File: src/rtl/syrup_channel_fifo.sv
// First-word-fall-through channel FIFO joining one producer to one consumer in a single clock domain.
// Keeps sticky overflow/underflow flags so the host framework can detect channel misuse.
module syrup_channel_fifo #(
  parameter string DOMAIN     = "undefined",
  parameter int    ID         = 0,
  parameter int    DATA_WIDTH = 32,
  parameter int    ADDR_WIDTH = 4
) (
  input  logic                  CLK,
  input  logic                  RST,
  input  logic [DATA_WIDTH-1:0] syrup_d,
  input  logic                  syrup_we,
  output logic [DATA_WIDTH-1:0] syrup_q,
  input  logic                  syrup_re,
  output logic                  FULL,
  output logic                  EMPTY,
  output logic [ADDR_WIDTH:0]   COUNT,
  output logic                  OVERFLOW,
  output logic                  UNDERFLOW,
  input  logic                  ERR_CLR
);

  localparam int DEPTH = 1 << ADDR_WIDTH;

  // Tooling tags only; kept referenced so they survive elaboration untouched.
  localparam string unused_domain_tag = DOMAIN;
  localparam int    unused_id_tag     = ID;

  logic [DATA_WIDTH-1:0] mem [DEPTH];
  logic [ADDR_WIDTH:0]   wr_ptr_reg;
  logic [ADDR_WIDTH:0]   rd_ptr_reg;
  logic                  overflow_reg;
  logic                  underflow_reg;

  logic pop_ok;
  logic push_ok;
  logic overflow_event;
  logic underflow_event;

  // Equal index bits with differing MSBs means the writer has lapped the reader.
  assign EMPTY = (wr_ptr_reg == rd_ptr_reg);
  assign FULL  = (wr_ptr_reg[ADDR_WIDTH] != rd_ptr_reg[ADDR_WIDTH]) &&
                 (wr_ptr_reg[ADDR_WIDTH-1:0] == rd_ptr_reg[ADDR_WIDTH-1:0]);
  assign COUNT = wr_ptr_reg - rd_ptr_reg;

  assign pop_ok          = syrup_re && !EMPTY;
  assign push_ok         = syrup_we && (!FULL || pop_ok);
  assign overflow_event  = syrup_we && FULL && !pop_ok;
  assign underflow_event = syrup_re && EMPTY;

  assign syrup_q   = EMPTY ? '0 : mem[rd_ptr_reg[ADDR_WIDTH-1:0]];
  assign OVERFLOW  = overflow_reg;
  assign UNDERFLOW = underflow_reg;

  always_ff @(posedge CLK) begin
    if (push_ok) begin
      mem[wr_ptr_reg[ADDR_WIDTH-1:0]] <= syrup_d;
    end
  end

  always_ff @(posedge CLK or posedge RST) begin
    if (RST) begin
      wr_ptr_reg    <= '0;
      rd_ptr_reg    <= '0;
      overflow_reg  <= 1'b0;
      underflow_reg <= 1'b0;
    end else begin
      if (push_ok) begin
        wr_ptr_reg <= wr_ptr_reg + 1'b1;
      end
      if (pop_ok) begin
        rd_ptr_reg <= rd_ptr_reg + 1'b1;
      end
      // A fresh error in the clearing cycle must not be lost, so set beats clear.
      if (overflow_event) begin
        overflow_reg <= 1'b1;
      end else if (ERR_CLR) begin
        overflow_reg <= 1'b0;
      end
      if (underflow_event) begin
        underflow_reg <= 1'b1;
      end else if (ERR_CLR) begin
        underflow_reg <= 1'b0;
      end
    end
  end

endmodule

File: config.mk
export PLATFORM = sky130hd
export DESIGN_NAME = syrup_channel_fifo
export DESIGN_NICKNAME = d
export VERILOG_FILES = /design/src/rtl/syrup_channel_fifo.sv
export SDC_FILE = /design/constraint.sdc
export NUM_CORES = 1
export LEC_CHECK = 0
export CAP_MARGIN = 10
export CORE_MARGIN = 3
export CORE_UTILIZATION = 55
export DETAILED_ROUTE_END_ITERATION = 8
export PLACE_DENSITY = 0.73
export SYNTH_ARGS = -nofsm -noshare
export SYNTH_HDL_FRONTEND = slang
export SYNTH_SLANG_ARGS = --single-unit
File: constraint.sdc
create_clock -name CLK -period 10.7 [get_ports CLK]
set_input_delay 2.675 -clock CLK [delete_from_list [all_inputs] [get_ports CLK]]
set_output_delay 2.675 -clock CLK [all_outputs]
set_load 0.1 [all_outputs]
### After elaboration in Yosys (flattened, before gate mapping)

Memories as Yosys holds them, arrays and structs flattened.
Index checks and enable logic that the tools add are counted.

* flip-flop bits (word level): 12
* bits in latches: 0
* memory bits (writable): 512
* ROM bits: 0
* input port bits: 37
* output and inout bits: 41
* word-level logic and storage cells: 29
* memories: 1

* $add $sub $neg: 3
* $mul: 0
* divide/modulo/power cells: 0
* $lt $le $gt $ge: 0
* equality and inequality tests: 3
* shift operators: 0
* muxes and demuxes: 6
* bitwise logic cells: 0
* reductions and logical operators: 12

Memory list
* mem: depth 16, width 32, rd ports 1, clocked after Yosys merged registers in 0, wr ports 1, RTL line 29 `logic [DATA_WIDTH-1:0] mem [DEPTH];`

Operator list (number)
* $mux 32: 1
* $add 5x1->5 const B: 2
* $logic_and 1x1->1: 6
* $eq 5x5->1: 1
* $mux 1: 5
* $sub 5x5->5: 1
* $eq 4x4->1: 1
* $reduce_bool 2->1: 2
* $logic_not 1->1: 3
* $logic_or 1x1->1: 1
* $ne 1x1->1: 1

### Longest topological paths before layout

Gate-level depths: netlist (run 1).

* word-level depth: 7
* depth in mapped cells: 12
* gate-level depth less buffers: 7

### Least setup slack after synthesis (run 1)

OpenSTA, ideal clock, no wires.

* path type: register to output
* from: register rd_ptr_reg[1]
* to: output syrup_q[21]
* arrival: 6116 ps
* data required time: 8025 ps
* slack: 1909 ps
* stages on the path, launching flop included: 12
* cells stage by stage: dfrtp_1 -> buf_6 -> buf_4 -> buf_2 -> buf_4 -> inv_1 -> ha_1 -> and4_1 -> nand2_1 -> inv_1 -> clkbuf_1 -> o311ai_0

* longest elaborated chain between the ends: 2
* elaborated cells on any way between the ends: 3

RTL lines
* start: declaration: RTL line 31 `logic [ADDR_WIDTH:0] rd_ptr_reg;`
* start signal: assignment: RTL line 72 `rd_ptr_reg <= rd_ptr_reg + 1'b1;`
* $eq 5x5->1: RTL line 41 `assign EMPTY = (wr_ptr_reg == rd_ptr_reg);`
* net EMPTY: RTL line 16 `output logic EMPTY,`
* $mux 32: RTL line 51 `assign syrup_q = EMPTY ? '0 : mem[rd_ptr_reg[ADDR_WIDTH-1:0]];`
* end: declaration: RTL line 13 `output logic [DATA_WIDTH-1:0] syrup_q,`

The timed path passes the listed nets, and every way through them passes these cells.

### Worst setup path in the final report (run 1)

* from: register rd_ptr_reg[3]
* to: output syrup_q[15]

* longest elaborated chain between the ends: 2
* elaborated cells on any way between the ends: 3

RTL lines (RTL line)
* $mem_v2 16x32 or $eq 5x5->1 (tied branches)
* $mux 32 (*): 51

Every way passes the cells marked *; elsewhere a longest branch is shown, timed or not.

==> results of run 1 <==
cell families (layout without fill, tap and decap cells):
| group | Yosys count | after routing | share of synthesized area (%) |
|---|---|---|---|
| AOI/OAI and AO/OA | 41 | 41 | 1.673 |
| xor gates and xnor gates | 12 | 12 | 0.5537 |
| adders and majority gates | 10 | 10 | 0.6522 |
| buffers and inverters | 69 | 204 | 1.796 |
| DFF | 524 | 524 | 77.08 |
| muxes | 161 | 161 | 15.87 |
| and+or+nand+nor | 100 | 100 | 2.381 |
worst max-delay path: stages, from the launching register on:
cell and delay [ns]:
sky130_fd_sc_hd__dfrtp_2 1.05, sky130_fd_sc_hd__inv_1 0.35, sky130_fd_sc_hd__ha_1 0.42, sky130_fd_sc_hd__and4_1 0.23, sky130_fd_sc_hd__nand2_2 0.08, sky130_fd_sc_hd__inv_1 0.24
sky130_fd_sc_hd__buf_4 0.36, sky130_fd_sc_hd__o311ai_0 0.58, sky130_fd_sc_hd__clkdlybuf4s50_1 1.25
layout make-up:
type / instances / area (µm²)
Clock buffer: 62 / 1360
Clock inverter: 30 / 266.5
Fill cell: 2347 / 12700
Inverter: 12 / 45.04
Multi-Input combinational cell: 324 / 4417
Sequential cell: 524 / 15690
Tap cell: 461 / 576.8
Timing Repair Buffer: 100 / 943.4
cells in the final DEF, fill, tap and decap left out, types with 2 or more instances in the layout:
cell                              count
sky130_fd_sc_hd__nand2b_1             2
sky130_fd_sc_hd__nand3_1             63
sky130_fd_sc_hd__nor3_2               4
sky130_fd_sc_hd__mux2_2               2
sky130_fd_sc_hd__a21oi_1              2
sky130_fd_sc_hd__edfxtp_1           512
sky130_fd_sc_hd__ha_1                 9
sky130_fd_sc_hd__clkinvlp_4           2
sky130_fd_sc_hd__dfrtp_4              3
sky130_fd_sc_hd__clkbuf_1             9
sky130_fd_sc_hd__inv_1               11
sky130_fd_sc_hd__clkdlybuf4s50_1     77
sky130_fd_sc_hd__clkinv_2            12
sky130_fd_sc_hd__nand2_1              9
sky130_fd_sc_hd__xnor2_1             10
sky130_fd_sc_hd__a21o_1               2
sky130_fd_sc_hd__clkbuf_16           53
sky130_fd_sc_hd__clkinv_1            11
sky130_fd_sc_hd__mux4_1               3
sky130_fd_sc_hd__dfrtp_1              8
sky130_fd_sc_hd__o311ai_0            19
sky130_fd_sc_hd__nor2_4              13
sky130_fd_sc_hd__mux4_2             125
sky130_fd_sc_hd__nand4_1              5
sky130_fd_sc_hd__buf_4               23
sky130_fd_sc_hd__o311ai_1            12
sky130_fd_sc_hd__bufinv_16            5
sky130_fd_sc_hd__mux2i_1             31
through the flow:
step	hold WS, ns	worst slack, ns	cell area (µm²)	std cells	utilization (%)
global placement	0.4807	3.630	21670	1421	60.19
finish	0.5003	2.886	23300	1513	64.71
floorplan	0.4958	1.909	20340	917	-
detailed placement	0.4857	3.589	21670	1421	60.19
global route	0.5252	2.804	23300	1513	64.71
CTS	0.5021	2.975	23300	1513	64.71
how the worst max path moves through the flow:
stage	endpoint	slack [ns]	cells after the start
detailed placement	syrup_q[14]	3.59	8
global placement	syrup_q[15]	3.63	8
finish	syrup_q[15]	2.89	8
global route	syrup_q[15]	2.80	8
floorplan	syrup_q[21]	1.91	11
CTS	syrup_q[15]	2.98	8
layer usage:
layer | global-route usage, % | vias to the layer above
li1 | - | 4072
met1 | 32.41 | 5173
met2 | 36.14 | 419
met3 | 3.675 | 60
met4 | 5.111 | 2
met5 | 0 | -
==> results, run 1 <==
- The total global routing track utilization is 22.18%.
- The cell count of the worst hold path is 1.
- The number of port buffers is just under 80.
- The CTS tree is done.
- The highest layer used for signal routing is met5.
- The floorplan has 69 rows.
- The slew at the pin with the worst max-slew slack is about 1.1 ns.
- Counting every sink on the clock net gives between 500 and 600.
- The number of endpoints with negative hold slack in the final report is 0.
- The tool flagged a number of max-cap violations equal to 0.
- Summed over all layers, the global routing overflow is 0.
- The instance count of the mapped netlist is 917.
- The startpoint identified for the worst register-to-register timing path is rd_ptr_reg[3].
- The area share of the largest cell type after synthesis is between 70% and 80%.
- The end point of the most critical hold path is UNDERFLOW.
- The total of hold buffers inserted after clock tree synthesis is 0.
- The path class of the tightest hold or removal check is flip-flop to flip-flop.
- The startpoint identified for the worst hold timing path is UNDERFLOW.
- The type of destination of the critical path is an output port.
- The total number of vias is around 9700.
- After synthesis, flip-flops and latches occupy between 70% and 80% of the total area.
- The count of pins over their slew limit is 0.
- Setup repair after global routing left no endpoint under its margin.
- The post-CTS setup-driven buffer insertion count is 0.
- From left edge to right edge, the die measures about 200 µm.
- The mapped netlist covers around 0.020 mm².
- After synthesis, the mean cell area works out to roughly 22 µm².
- Measured against its own limit, the worst slew margin works out to between 20% and 30%.
- The placer congestion estimate is between 0.7 and 0.8.
- The clock-pin slew reported for the worst setup and hold paths after clock tree synthesis is ~0.06 ns.
- Clock skew on the completed layout was measured at ~0.011 ns.
- The longest clock path from root to sink contains 3 buffers.
- The HPWL after detailed placement is approximately 22000 µm.
- Yosys attributes the largest share of cell area to sky130_fd_sc_hd__edfxtp_1 76%, sky130_fd_sc_hd__mux4_2 14%, sky130_fd_sc_hd__nand3_1 1.6%.
- The arrival time at the worst endpoint is around 5 ns.
- Of all flip-flops after synthesis, the portion carrying an async set or reset was about 2.3%.
- The nature of the critical path startpoint is a flip-flop.
- The number of synthesized flops with an enable pin is slightly above 500.
- The smallest clock period supported by the final layout is computed as slightly below 8 ns.
- The register with the most flip-flops in the layout has a little over 500 of them.
- Clock tree synthesis selected as its root buffer the cell sky130_fd_sc_hd__clkbuf_16.
- The first global-routing pass estimated ~64000 µm of wire.
- The initial detailed-routing violation count is around 900.
- The met2 layer wire length in the routed design is 20940 µm.
- The die is between 150 and 200 µm tall.
- The routed wirelength normalized by instance count is between 20 and 30 µm.
- Tracing the worst setup path back leads to its startpoint at rd_ptr_reg[3].
- The floorplan core area is around 0.036 mm².
- The number of iterations in the first detailed-routing pass is 5.
- The post-route DRC violation count is 0.
- Setup slack on the worst reg-to-reg path comes out at approximately 6.6 ns.
- The effective utilization at floorplan is between 50% and 60%.
- The detail route stage leaves a number of antenna-violating nets equal to 0.
- The distinct cell type count of the synthesized netlist is 37.
- The critical setup path kind is flip-flop to output port.
- The worst register-to-register path ends at mem[12][25].
- 0 antenna diodes ended up in the layout.
- Counting instances in the post-synthesis netlist gives the leading cell types as 512 x sky130_fd_sc_hd__edfxtp_1, 125 x sky130_fd_sc_hd__mux4_2, 63 x sky130_fd_sc_hd__nand3_1.
- Derived from the worst setup path, the maximum achievable clock frequency is between 0.1 and 0.15 GHz.
- The worst path required time is 8.03 ns.
- The top-level I/O count is 78.
- The clock tree synthesis step divided the H-tree into 2 levels.
- For this run, the number of Yosys warnings is 0.
- The number of global-route vias before repair is between 10000 and 15000.
- The number of resized instances in the post-cts repair step is 0.
- After the last flow step, the layout net total stands at between 1000 and 1500.
- The flow ran to the end, and the final reports show no timing, DRC or antenna violations.
- In this run the worst path has a maximum fanout of 36.
- The worst reg-to-reg path cell count is 7.
- Of the available clock period, the critical path in the final layout requires roughly three quarters.
- Among all cell types in the netlist, the one instantiated most often is sky130_fd_sc_hd__edfxtp_1.
- Compared with the post-synthesis result, the final layout area differs by 14.55%.
- The mean number of vias per cell is 6.428.
- The number of antenna violations at the first check in global routing is 1.
- The number of register bits inferred by synthesis is ~520.
- The floorplan step defined a die boundary enclosing slightly below 0.04 mm².
- The largest net degree at the start of global routing is 69.
- Cells with a size suffix above 1 make up between 20% and 30% of the layout.
- The cell type with the highest aggregate area in the netlist is sky130_fd_sc_hd__edfxtp_1.
- The total of endpoints with negative setup slack in the final report is 0.
- In the final timing run, aggregate negative setup slack is 0 ns.
- The flip-flop cell with the highest count after synthesis is sky130_fd_sc_hd__edfxtp_1.
- The total detailed-routing wirelength is ~42000 µm.
- For the worst-skew pair, the clock arrives at the later sink with an insertion delay of between 0.5 and 0.6 ns.
- When the netlist entered floorplanning its net count stood at roughly 960.
- The number of clock buffers added by TritonCTS is 51.
- In the detailed route, the total length drawn on met3 is 3193 µm.
- After detailed routing, the wire length on met1 is around 17000 µm.
Power of run 1 is left out: the tool's default activity adds up to more than one toggle a clock period on the data nets, which glitch-free logic cannot reach.
==> inputs of run 2 (changes only) <==
- clock period: 10.7 -> 7.46 ns (I/O delays scaled with it)
==> run 2 against run 1 <==
  * Sequential share of layout area up 0.42 points
  * Critical path depth decreased by 1
  * Via count shrank 1.0%
  * Final area fell by 0.62%
  * Utilization decreased by 0.40 points
  * Flip-flop and latch count unchanged
  * Routed wire length rose by 2.0%
  * Register-to-register slack worse by 2.5 ns
  * Hold slack improved by 0.016 ns
  * Final cell count grew 0.20%
  * Die area is the same
  * Largest cell class unchanged
==> results, run 2 (synthesized netlist as in run 1, its figures left out) <==
- The worst path required time is 5.60 ns (-2.43 ns).
- The total number of H-tree levels is 2 (unchanged).
- The floorplan core area is 0.03600 mm² (unchanged).
- CTS placed an instance of sky130_fd_sc_hd__clkbuf_16 at the clock tree root.
- The die area is 0.03932 mm² (unchanged).
- Setup repair after global routing left no endpoint under its margin.
- The total number of vias is 9624 (-1.0%).
- The top-level I/O count came to 78 (unchanged).
- TritonCTS built the clock tree.
- The total number of nets in the final design is 1061 (+0.094%).
- The antenna diode count is 0 (unchanged).
- The largest net degree at the start of global routing was 132 (+91%).
- The maximum root-to-sink buffer count came to 3 (unchanged).
- The routed wirelength normalized by instance count is 28.09 µm (+1.8%).
- The die outline width is 198.3 µm (unchanged).
- The commonest non-fill, non-tap cell in the layout is sky130_fd_sc_hd__edfxtp_1.
- The total clock buffers created by CTS is 53 (+3.9%).
- The vertical die dimension is 198.3 µm (unchanged).
- The total of hold buffers inserted after clock tree synthesis was 0 (unchanged).
- The post-CTS setup-driven buffer insertion count is 0 (unchanged).
- The worst hold slack after final layout is 0.5158 ns (+0.01553 ns).
- The number of iterations in the first detailed-routing pass was 5 (unchanged).
- The effective utilization at floorplan was 56.49% (unchanged).
- The initial detailed-routing violation count is 1072 (+23%).
- The critical setup path kind is flip-flop to output port.
- The number of resized instances in the post-cts repair step was 0 (unchanged).
- The first-pass GRT wire length is 64100 µm (about the same).
- The clock skew after layout is 0.02170 ns (+0.01055 ns).
- The highest achievable clock rate is ~0.16 GHz.
- The post-route DRC violation count is 0 (unchanged).
- The max-cap violation count was 0 (unchanged).
- The number of port buffers was 77 (unchanged).
- The fraction of layout cells with a size suffix above 1 is 25.88% (+2.5 points).
- Subtracting the final worst setup slack from the clock period gives between 6 and 7 ns.
- The clock insertion delay at the later pin of the skew report is 0.58 ns (+0.02 ns).
- The flip-flop count of the largest register after layout is 512 (unchanged).
- The half-perimeter wire length of the detailed placement result is 20510 µm (-5.0%).
- The total global routing track utilization was 22.37% (+0.19 points).
- The number of antenna violations at the first check in global routing came to 1 (unchanged).
- The library cells used most frequently in the layout, excluding fill and tap cells, are 512 x sky130_fd_sc_hd__edfxtp_1, 125 x sky130_fd_sc_hd__mux4_2, 63 x sky130_fd_sc_hd__nand3_1, 55 x sky130_fd_sc_hd__clkbuf_16, 53 x sky130_fd_sc_hd__buf_4.
- The number of endpoints with negative hold slack in the final report came to 0 (unchanged).
- The worst setup path is captured at an output port.
- The placer congestion estimate is 0.7694 (+1.6%).
- The mean number of vias per cell is 6.348 (-1.2%).
- The count of pins over their slew limit is 0 (unchanged).
- The sum of overflow across all layers after global routing was 0 (unchanged).
- The arrival time at the worst endpoint is 4.27 ns (-0.87 ns).
- The number of global-route vias before repair is 9944 (-1.8%).
- The worst slew slack as a fraction of its limit came to 18.17% (-7.3 points).
- The number of clock sinks came to 524 (unchanged).
- The path type of the worst min-delay path is flip-flop to flip-flop.
- The cell count of the worst hold path was 1 (unchanged).
- The worst setup path is launched from a flip-flop.
- The row count is 69 (unchanged).
- The worst reg-to-reg path cell count is 6 (-1).
- Relative to the synthesized area, the layout overhead comes to 13.84%.
- The total detailed-routing wirelength is 42590 µm (+2.0%).
- The run finished with clean final reports.
- The number of routed nets with antenna violations is 0 (unchanged).
- The maximum net fanout on the critical path is 68 (+89%).
- The clock-pin slew reported for the worst setup and hold paths after clock tree synthesis came to 0.06 ns (about the same).
- The slew at the pin with the worst max-slew slack is 1.225 ns (+0.1090 ns).
- The total of endpoints with negative setup slack in the final report is 0 (unchanged).
- The portion of the clock cycle consumed by the worst path in the final layout is about 82%.
run 2: cell types whose count changed in the layout (fill, tap and decap cells not counted), moves of 2 or more:
cell and delta:
sky130_fd_sc_hd__clkdlybuf4s50_1 -32, sky130_fd_sc_hd__buf_4 +30, sky130_fd_sc_hd__clkinv_1 +7, sky130_fd_sc_hd__bufinv_16 -5, sky130_fd_sc_hd__clkinv_2 -3, sky130_fd_sc_hd__clkbuf_16 +2
run 2: critical path, cell delays in order, from the launching register on:
cell	delay [ns]
sky130_fd_sc_hd__dfrtp_4	0.82
sky130_fd_sc_hd__ha_1	0.38
sky130_fd_sc_hd__and4_1	0.19
sky130_fd_sc_hd__nand2_2	0.07
sky130_fd_sc_hd__buf_4	0.69
sky130_fd_sc_hd__o21ai_1	0.15
sky130_fd_sc_hd__a31oi_1	0.23
sky130_fd_sc_hd__clkdlybuf4s50_1	1.17
run 2: layout make-up:
cell class | count | area [µm²]
sequential | 524 | 15690
fill | 2348 | 12850
multi-input combinational | 324 | 4417
clock buffer | 65 | 1414
timing repair buffer | 99 | 868.3
tap | 461 | 576.8
clock inverter | 31 | 143.9
inverter | 12 | 45.04
run 2: worst paths after layout:
check | end | slack [ns] | startpoint
worst max-delay path | syrup_q[30] | 1.32 | rd_ptr_reg[0]
worst min-delay path | OVERFLOW | 0.52 | OVERFLOW
worst max register to register | mem[12][23] | 4.12 | rd_ptr_reg[0]
worst min register to register | OVERFLOW | 0.52 | OVERFLOW
max in group asynchronous | rd_ptr_reg[0] | 5.44 | RST
min in group asynchronous | wr_ptr_reg[0] | 1.62 | RST
run 2: stage by stage:
stage	worst slack [ns]	cell area (µm²)	cells	setup TNS [ns]	utilization, %
after floorplan	-0.5209	20340	917	-3.126	-
after global placement	1.917	21590	1420	0	59.98
after detailed placement	1.891	21590	1420	0	59.98
after CTS	1.290	23150	1516	0	64.31
after global routing	1.140	23150	1516	0	64.31
final	1.323	23150	1516	0	64.31
run 2: layer usage:
metal | global-route usage, % | part of all wire [%] | vias up
met4 | 5.426 | 1.6 | 2
met3 | 3.488 | 7.6 | 50
met1 | 32.15 | 40 | 5054
met5 | 0 | 0.031 | -
met2 | 36.98 | 51 | 432
li1 | - | - | 4086
Power of run 2 is left out for the same reason.
==> inputs of run 3 (changes only) <==
- clock period: 7.46 -> 5.7 ns (I/O delays scaled with it)
==> run 3 against run 2 <==
  * Final area is 2.3% higher
  * Routed wire length is 1.9% lower
  * Count of clock-buffer cells in the layout rose by 3
  * Via count rose by 0.18%
  * Worst setup slack got worse by 0.35 ns
  * Register-to-register slack got worse by 1.6 ns
  * Sequential share of layout area down 1.5 points
  * Non-clock buffer count decreased by 2
  * Utilization up 1.5 points
  * First-iteration DRC count is 13% lower
==> results, run 3 (synthesized netlist as in run 1, its figures left out) <==
- The number of clock sinks is 524 (unchanged).
- The total number of vias is 9641 (+0.18%).
- The worst slew slack as a fraction of its limit is 19.08% (+0.91 points).
- The slowest stage of the critical path belongs to the cell sky130_fd_sc_hd__buf_4.
- The mean number of vias per cell is 6.389 (+0.64%).
- The post-CTS setup-driven buffer insertion count is 0 (unchanged).
- The number of endpoints with negative hold slack in the final report is 0 (unchanged).
- The number of antenna violations at the first check in global routing is 0 (-1).
- The clock skew after layout is 0.01181 ns (-0.009887 ns).
- The total number of H-tree levels is 2 (unchanged).
- The combined buffer and inverter count along the critical path is 2 (unchanged).
- The number of resized instances in the post-cts repair step is 0 (unchanged).
- Setup repair after global routing left no endpoint under its margin.
- The total number of nets in the final design is 1056 (-0.47%).
- The number of global-route vias before repair is 10090 (+1.5%).
- The cell family contributing the most delay on the critical path is buffers and inverters.
- The flip-flop count of the largest register after layout is 512 (unchanged).
- The number of iterations in the first detailed-routing pass was 7 (+2).
- The worst register-to-register path begins at wr_ptr_reg[3].
- The commonest non-fill, non-tap cell in the layout is sky130_fd_sc_hd__edfxtp_1.
- The die outline width was 198.3 µm (unchanged).
- The core utilization of the finished layout is 65.82% (+1.5 points).
- The delay of the slowest cell on the worst path is 0.69 ns (-0.48 ns).
- The routed design could run at a clock period as short as approximately 4.7 ns.
- The arrival time at the worst endpoint is 3.30 ns (-0.97 ns).
- The floorplan core area is 0.03600 mm² (unchanged).
- The total detailed-routing wirelength is 41760 µm (-1.9%).
- The clock-pin slew reported for the worst setup and hold paths after clock tree synthesis is 0.06 ns (about the same).
- The sum of overflow across all layers after global routing came to 0 (unchanged).
- The top-level I/O count is 78 (unchanged).
- The worst hold path terminates at UNDERFLOW.
- The placer congestion estimate came to 0.7973 (+3.6%).
- Traced cell by cell, the critical path runs through ha_1, and4_1, nand2_2, buf_4, nand3_1, o311ai_1, buf_12.
- The number of routed nets with antenna violations is 0 (unchanged).
- The total placed cells including tap cells is 1418 (-0.14%).
- The maximum root-to-sink buffer count was 3 (unchanged).
- The worst reg-to-reg setup slack is 2.51 ns (-1.61 ns).
- The nature of the critical path startpoint is a flip-flop.
- The die area was 0.03932 mm² (unchanged).
- The launch instance of the worst min-delay path is UNDERFLOW.
- TritonCTS built the clock tree.
- The routed wirelength normalized by instance count is 27.67 µm (-1.5%).
- The antenna diode count was 0 (unchanged).
- The run finished with clean final reports.
- The total clock buffers created by CTS is 50 (-5.7%).
- The final setup slack of the worst path came to 0.9781 ns (-0.3450 ns).
- The number of port buffers came to 77 (unchanged).
- The vertical die dimension is 198.3 µm (unchanged).
- The worst setup path is of the flip-flop to output port kind.
- In this run the clock root is driven by a sky130_fd_sc_hd__clkbuf_16.
- The count of pins over their slew limit is 0 (unchanged).
- The first-pass GRT wire length was 64200 µm (+0.16%).
- The total of hold buffers inserted after clock tree synthesis was 0 (unchanged).
- The worst path required time is 4.28 ns (-1.32 ns).
- The largest net degree at the start of global routing is 132 (unchanged).
- The half-perimeter wire length of the detailed placement result is 22210 µm (+8.3%).
- The cell count of the worst hold path is 1 (unchanged).
- The end of the worst register-to-register path is mem[13][21].
- The slew at the pin with the worst max-slew slack came to 1.211 ns (-0.01366 ns).
- The fraction of layout cells with a size suffix above 1 is 28.05% (+2.2 points).
- The max-cap violation count is 0 (unchanged).
- The area growth from synthesis to layout is 16.51%.
- The worst reg-to-reg path cell count was 6 (unchanged).
- The path type of the worst min-delay path is flip-flop to flip-flop.
- The maximum net fanout on the critical path came to 68 (unchanged).
- The row count is 69 (unchanged).
- The effective utilization at floorplan is 56.49% (unchanged).
- The clock insertion delay at the later pin of the skew report is 0.56 ns (-0.02 ns).
- The worst setup path is captured at an output port.
- The total of endpoints with negative setup slack in the final report came to 0 (unchanged).
- The post-route DRC violation count is 0 (unchanged).
- The highest achievable clock rate is 0.2118 GHz.
- The worst-case setup slack after placement came to 1.536 ns (-0.3548 ns).
- The non-filler instance count after layout is 1509 (-0.46%).
- The portion of the clock cycle consumed by the worst path in the final layout is around 83%.
- The initial detailed-routing violation count is 936 (-13%).
- In the layout the commonest cells are 512 x sky130_fd_sc_hd__edfxtp_1, 125 x sky130_fd_sc_hd__mux4_2, 63 x sky130_fd_sc_hd__nand3_1, 51 x sky130_fd_sc_hd__clkbuf_16, 41 x sky130_fd_sc_hd__clkdlybuf4s50_1.
- The total global routing track utilization is 21.98% (-0.40 points).
## run 3: worst max path at each step
stage                        to          start  cells past startpoint  slack, ns
floorplan           syrup_q[21]  rd_ptr_reg[1]                     11      -0.68
global route        syrup_q[27]  wr_ptr_reg[3]                      7       0.86
CTS                 syrup_q[29]  wr_ptr_reg[2]                      6        1.0
global placement      mem[6][8]       syrup_re                      4       1.53
detailed placement  mem[12][18]       syrup_re                      5       1.54
finish              syrup_q[27]  wr_ptr_reg[3]                      7       0.98
## run 3: worst reg2reg max path, delay by kind of cell (launching register included)
family                   cells  cell delay [ns]
flip-flops                   1             0.60
buffers and inverters        1             0.44
adder cells (fa/ha/maj)      1             0.36
AO/OA/AOI/OAI                1             0.34
AND/OR/NAND/NOR              3             1.10
## run 3: final cells by class
class	instances	area, µm²
Sequential cell	524	15690
Inverter	12	45.04
Clock inverter	23	166.4
Timing Repair Buffer	97	1281
Tap cell	461	576.8
Multi-Input combinational cell	324	4567
Clock buffer	68	1370
Fill cell	2277	12310
## run 3: metal layers
metal / routed length (µm) / global-route usage [%] / vias to the layer above / part of all wire [%]
met5: 0 / 0 / - / 0
met2: 20830 / 35.48 / 363 / 50
met4: 851 / 5.164 / 0 / 2.0
met3: 2473 / 3.369 / 66 / 5.9
met1: 17600 / 32.55 / 5135 / 42
li1: - / - / 4077 / -
## run 3: metrics by stage
stage / hold WS (ns) / cell area, µm² / setup TNS, ns
detailed placement: 0.4801 / 22160 / 0
global route: 0.5433 / 23690 / 0
global placement: 0.4830 / 22120 / 0
CTS: 0.4951 / 23690 / 0
finish: 0.4956 / 23690 / 0
floorplan: 0.4958 / 20490 / -6.144
Power of run 3 is left out for the same reason.
==> edit 1 (flow settings as in run 3) <==
`DATA_WIDTH`: 32 -> 64.
--- a/src/rtl/syrup_channel_fifo.sv
+++ b/src/rtl/syrup_channel_fifo.sv
@@ -5,3 +5,3 @@
   parameter int    ID         = 0,
-  parameter int    DATA_WIDTH = 32,
+  parameter int    DATA_WIDTH = 64,
   parameter int    ADDR_WIDTH = 4
Ports: changed (resized syrup_d and syrup_q); port bits go from 78 to 142. No check against the original RTL was run, so the function may have changed too.
==> edit 1 against run 3 <==
Final cell count rose by 95%; synthesized area rose by 96%; sequential cell count rose by 512; final area rose by 97%; wire length rose by 110%; first-iteration DRC count rose by 110%; critical endpoint is now syrup_q[53]; setup slack got worse by 0.75 ns; clock skew rose by 0.0015 ns; critical path depth rose by 1.
Power is not shown: default switching activity piles up to over one toggle a cycle in this logic, so the estimate is an artifact.
==> edit 1: results (changes against run 3) <==
IO buf count = 141 (+83%)
share of cells above drive strength 1 = 0.297 (+0.0162)
placed cell count = 2760 (+95%)
metal1 wirelength = 35600 um (+100%)
DR WL met2 = 44400 um (+110%)
H-Tree Depth = 3 (+1)
XOR/XNOR share of the synthesized area = 0.00283 (-0.00271)
Worst path max stage delay = 0.78 ns (+0.09 ns)
antenna violations before repair = 5 (+5)
Worst-Skew Late Latency = 0.65 ns (+0.09 ns)
crit path max fanout = 42 (-38%)
relative slew slack = 0.288 (+0.0975)
Clock Tree Buf Depth = 3 (unchanged)
count of cell types in the netlist = 34 (-8.1%)
outcome = finished, final reports clean
syn_nets = 1815 (+88%)
GR Util All Layers = 0.241 (+0.0211)
Num CTS Buffers = 98 (+96%)
synth cell count leaders = edfxtp_1, mux4_2, nand3_1
DR top layer = met5
fillcell total = 4544 (+100%)
WHS = 0.496 ns (+0.000779 ns)
max reg flops = 1024 (+100%)
Synth Area in Compound Gates = 0.0156 (-0.00114)
DR iter-0 viols = 2008 (+110%)
fin nets = 1989 (+88%)
Synth Flop Type = edfxtp_1
final std cells w/o fill = 2946 (+95%)
highest clock rate = 0.183 GHz (-14%)
crit path max-delay cell type = inv_4
GP Congestion = 0.763 (-4.4%)
CP arrival = 4.04 ns (+0.74 ns)
Routed WL = 88400 um (+110%)
Vias = 18900 (+96%)
R2R Path End = mem[7][34]
first-pass GRT wire length = 132000 um (+110%)
Async SR Flop Fraction = 0.0116 (-0.0113)
Post-synth EDFFs = 1024 (+100%)
post-synthesis mux area share = 0.161 (+0.00257)
synth top area cells = edfxtp_1, mux4_2, nand3_1, mux2i_1, o311ai_1
Synth Area in Adders = 0.00333 (-0.00319)
sequential fraction of the synthesis area = 0.780 (+0.00922)
Detail Route met3 WL = 6760 um (+170%)
reg-to-reg setup timing slack = 2.15 ns (-0.36 ns)
clock skew = 0.0134 ns (+0.00154 ns)
Post-Synthesis Cells = 1736 (+89%)
vias in the first global route = 19700 (+95%)
dpl cell area = 43500 sq um (+96%)
Critical Path Sink = syrup_q[53]
CP Launch Point = rd_ptr_reg[1]
cells on worst reg2reg path = 7 (+1)
First-pass DRT Iterations = 5 (-2)
pre-CTS setup slack = 0.916 ns (-0.620 ns)
-- edit 1: changes by cell type after synthesis, moves of 5 or more --
cell	delta
buf_6	+16
clkbuf_1	+16
o311ai_0	-19
buf_4	-5
mux4_2	+131
edfxtp_1	+512
buf_1	+5
nand3_1	+64
o311ai_1	+51
mux2i_1	+32
buf_2	+21
-- edit 1: area by class of cell --
cell class / instances / area [sq um] / share of cell area
Sequential cell: 1036 / 31100 / 0.665
Clock inverter: 68 / 707 / 0.0151
Clock buffer: 114 / 2530 / 0.0542
Timing Repair Buffer: 182 / 2580 / 0.0551
Inverter: 12 / 50.0 / 0.00107
Antenna cell: 4 / 10.0 / 0.000214
Multi-Input combinational cell: 580 / 8610 / 0.184
Tap cell: 950 / 1190 / 0.0254
-- edit 1: metal layers --
metal | vias to the layer above | global-route usage
met5 | - | 0
met4 | 4 | 0.0623
met3 | 109 | 0.0464
met2 | 772 | 0.388
met1 | 10200 | 0.346
li1 | 7808 | -
==> edit 2 (config.mk and constraints of run 3) <==
Made on the original files. Reset style: synchronous (`RST`), changed in one clocked block.
--- a/src/rtl/syrup_channel_fifo.sv
+++ b/src/rtl/syrup_channel_fifo.sv
@@ -60,3 +60,3 @@
 
-  always_ff @(posedge CLK or posedge RST) begin
+  always_ff @(posedge CLK) begin
     if (RST) begin
Check against the original RTL: differs if RST is asserted again (counterexample within 4 cycles, from zero or initial values and one cycle with RST high); with RST held inactive, the same outputs for 4 cycles.
==> edit 2 against run 3 <==
Largest cell class unchanged; wire length fell by 3.6%; sequential cell count rose by 4; setup slack got worse by 0.034 ns; final area fell by 2.0%; synthesized area barely moved; synthesized cell count fell by 3.4%.
==> edit 2: results (changes against run 3) <==
synth cell count leaders = edfxtp_1, mux4_2, nor2b_1
Hold Crit Depth = 2 (+1)
share of cells above drive strength 1 = 0.292 (+0.0117)
count of cell types in the netlist = 35 (-5.4%)
fin nets = 1038 (-1.7%)
Vias/cell = 6.23 (-2.5%)
outcome = finished, final reports clean
R2R Path Start = wr_ptr_reg[0]
cells on worst reg2reg path = 7 (+1)
routed len/inst = 27.0 um (-2.4%)
Async SR Flop Fraction = 0 (-0.0229)
First-pass DRT Iterations = 5 (-2)
GR Util All Layers = 0.211 (-0.00865)
GP Congestion = 0.751 (-5.8%)
clock skew = 0.0216 ns (+0.00979 ns)
first-pass GRT wire length = 61000 um (-5.0%)
DR iter-0 viols = 919 (-1.8%)
maximum vdd drop = 0.284 mV
CTS root buffer = clkbuf_16
R2R Path End = mem[7][17]
vias in the first global route = 9846 (-2.4%)
sequential fraction of the synthesis area = 0.771 (about the same)
fillcell total = 2370 (+4.1%)
Avg Inst Size Synth = 23.0 sq um (+3.5%)
synth top area cells = edfxtp_1, mux4_2, mux2_2, a221o_1, dfxtp_1
placed cell count = 1399 (-1.3%)
largest net degree at the start of global routing = 67 (-49%)
Num CTS Buffers = 51 (+2.0%)
hold_sp = rd_ptr_reg[3]
syn_nets = 933 (-3.2%)
crit path max fanout = 9 (-87%)
reg-to-reg setup timing slack = 2.58 ns (+0.07 ns)
DPL Wire Length = 20800 um (-6.3%)
worst slew pin tran = 1.14 ns (-0.0744 ns)
==> edit 2: cell count changes after synthesis, moves of 12 or more <==
cell	before	now
nand3_1	63	1
nor2b_1	0	37
a221o_1	0	32
mux2_2	2	33
mux2i_1	31	2
o311ai_0	19	1
dfxtp_1	0	16
and3_1	0	12
dfrtp_1	12	0
o311ai_1	12	0
==> edit 2: cells by family after synthesis <==
group                      count (synthesis)  share of synthesized area
and+or+nand+nor                           78                     0.0228
DFF                                      528                      0.771
buffers and inverters                     50                     0.0127
AOI/OAI and AO/OA                         46                     0.0200
xor gates and xnor gates                  10                    0.00430
muxes                                    164                      0.162
adders and majority gates                 10                    0.00652
==> edit 2: routing by layer <==
metal | wire length [um] | global-route usage | share of wire
met3 | 2580 | 0.0345 | 0.064
met4 | 670 | 0.0459 | 0.017
met5 | 0 | 0 | 0
met2 | 19900 | 0.341 | 0.50
met1 | 17100 | 0.312 | 0.42
==> edit 2: worst max-delay path by stage <==
| stage | cells after the start | slack (ns) | to |
|---|---|---|---|
| 6_report | 5 | 0.94 | EMPTY |
| 5_1_grt | 5 | 0.76 | EMPTY |
| 4_1_cts | 5 | 0.91 | EMPTY |
| 3_5_place_dp | 5 | 1.52 | EMPTY |
| 3_3_place_gp | 8 | 1.56 | COUNT[4] |
| 2_1_floorplan | 7 | 0.69 | syrup_q[21] |
==> edit 2: power by group through the flow <==
stage | clock network, mW | logic [mW] | registers [mW]
global route | 3.48 | 1.85 | 4.39
finish | 3.27 | 1.77 | 4.38
CTS | 3.32 | 1.79 | 4.39
detailed placement | 0 | 1.78 | 4.47
global placement | 0 | 1.78 | 4.46
floorplan | 0 | 1.41 | 4.42
==> edit 2: critical path: stages, from the launching register on <==
cell and delay [ns]:
dfxtp_1 0.41, inv_1 0.11, ha_1 0.33, nand4_2 0.22
nor2_1 0.46, clkdlybuf4s50_1 1.24
==> edit 2: metrics by stage <==
| step | util | hold WS, ns | instance area, sq um |
|---|---|---|---|
| final | 0.645 | 0.517 | 23200 |
| after global routing | 0.645 | 0.549 | 23200 |
| after CTS | 0.645 | 0.519 | 23200 |
| after detailed placement | 0.600 | 0.508 | 21600 |
| after global placement | 0.600 | 0.506 | 21600 |
| after floorplan | - | 0.474 | 20300 |
==> edit 2: cell type report <==
| class | count | share of cell area |
|---|---|---|
| clock buffers | 66 | 0.0583 |
| well taps | 461 | 0.0248 |
| clock inverters | 26 | 0.0118 |
| multi-input cells | 308 | 0.191 |
| inverters | 7 | 0.00113 |
| flip-flops and latches | 528 | 0.677 |
| repair buffers | 95 | 0.0367 |
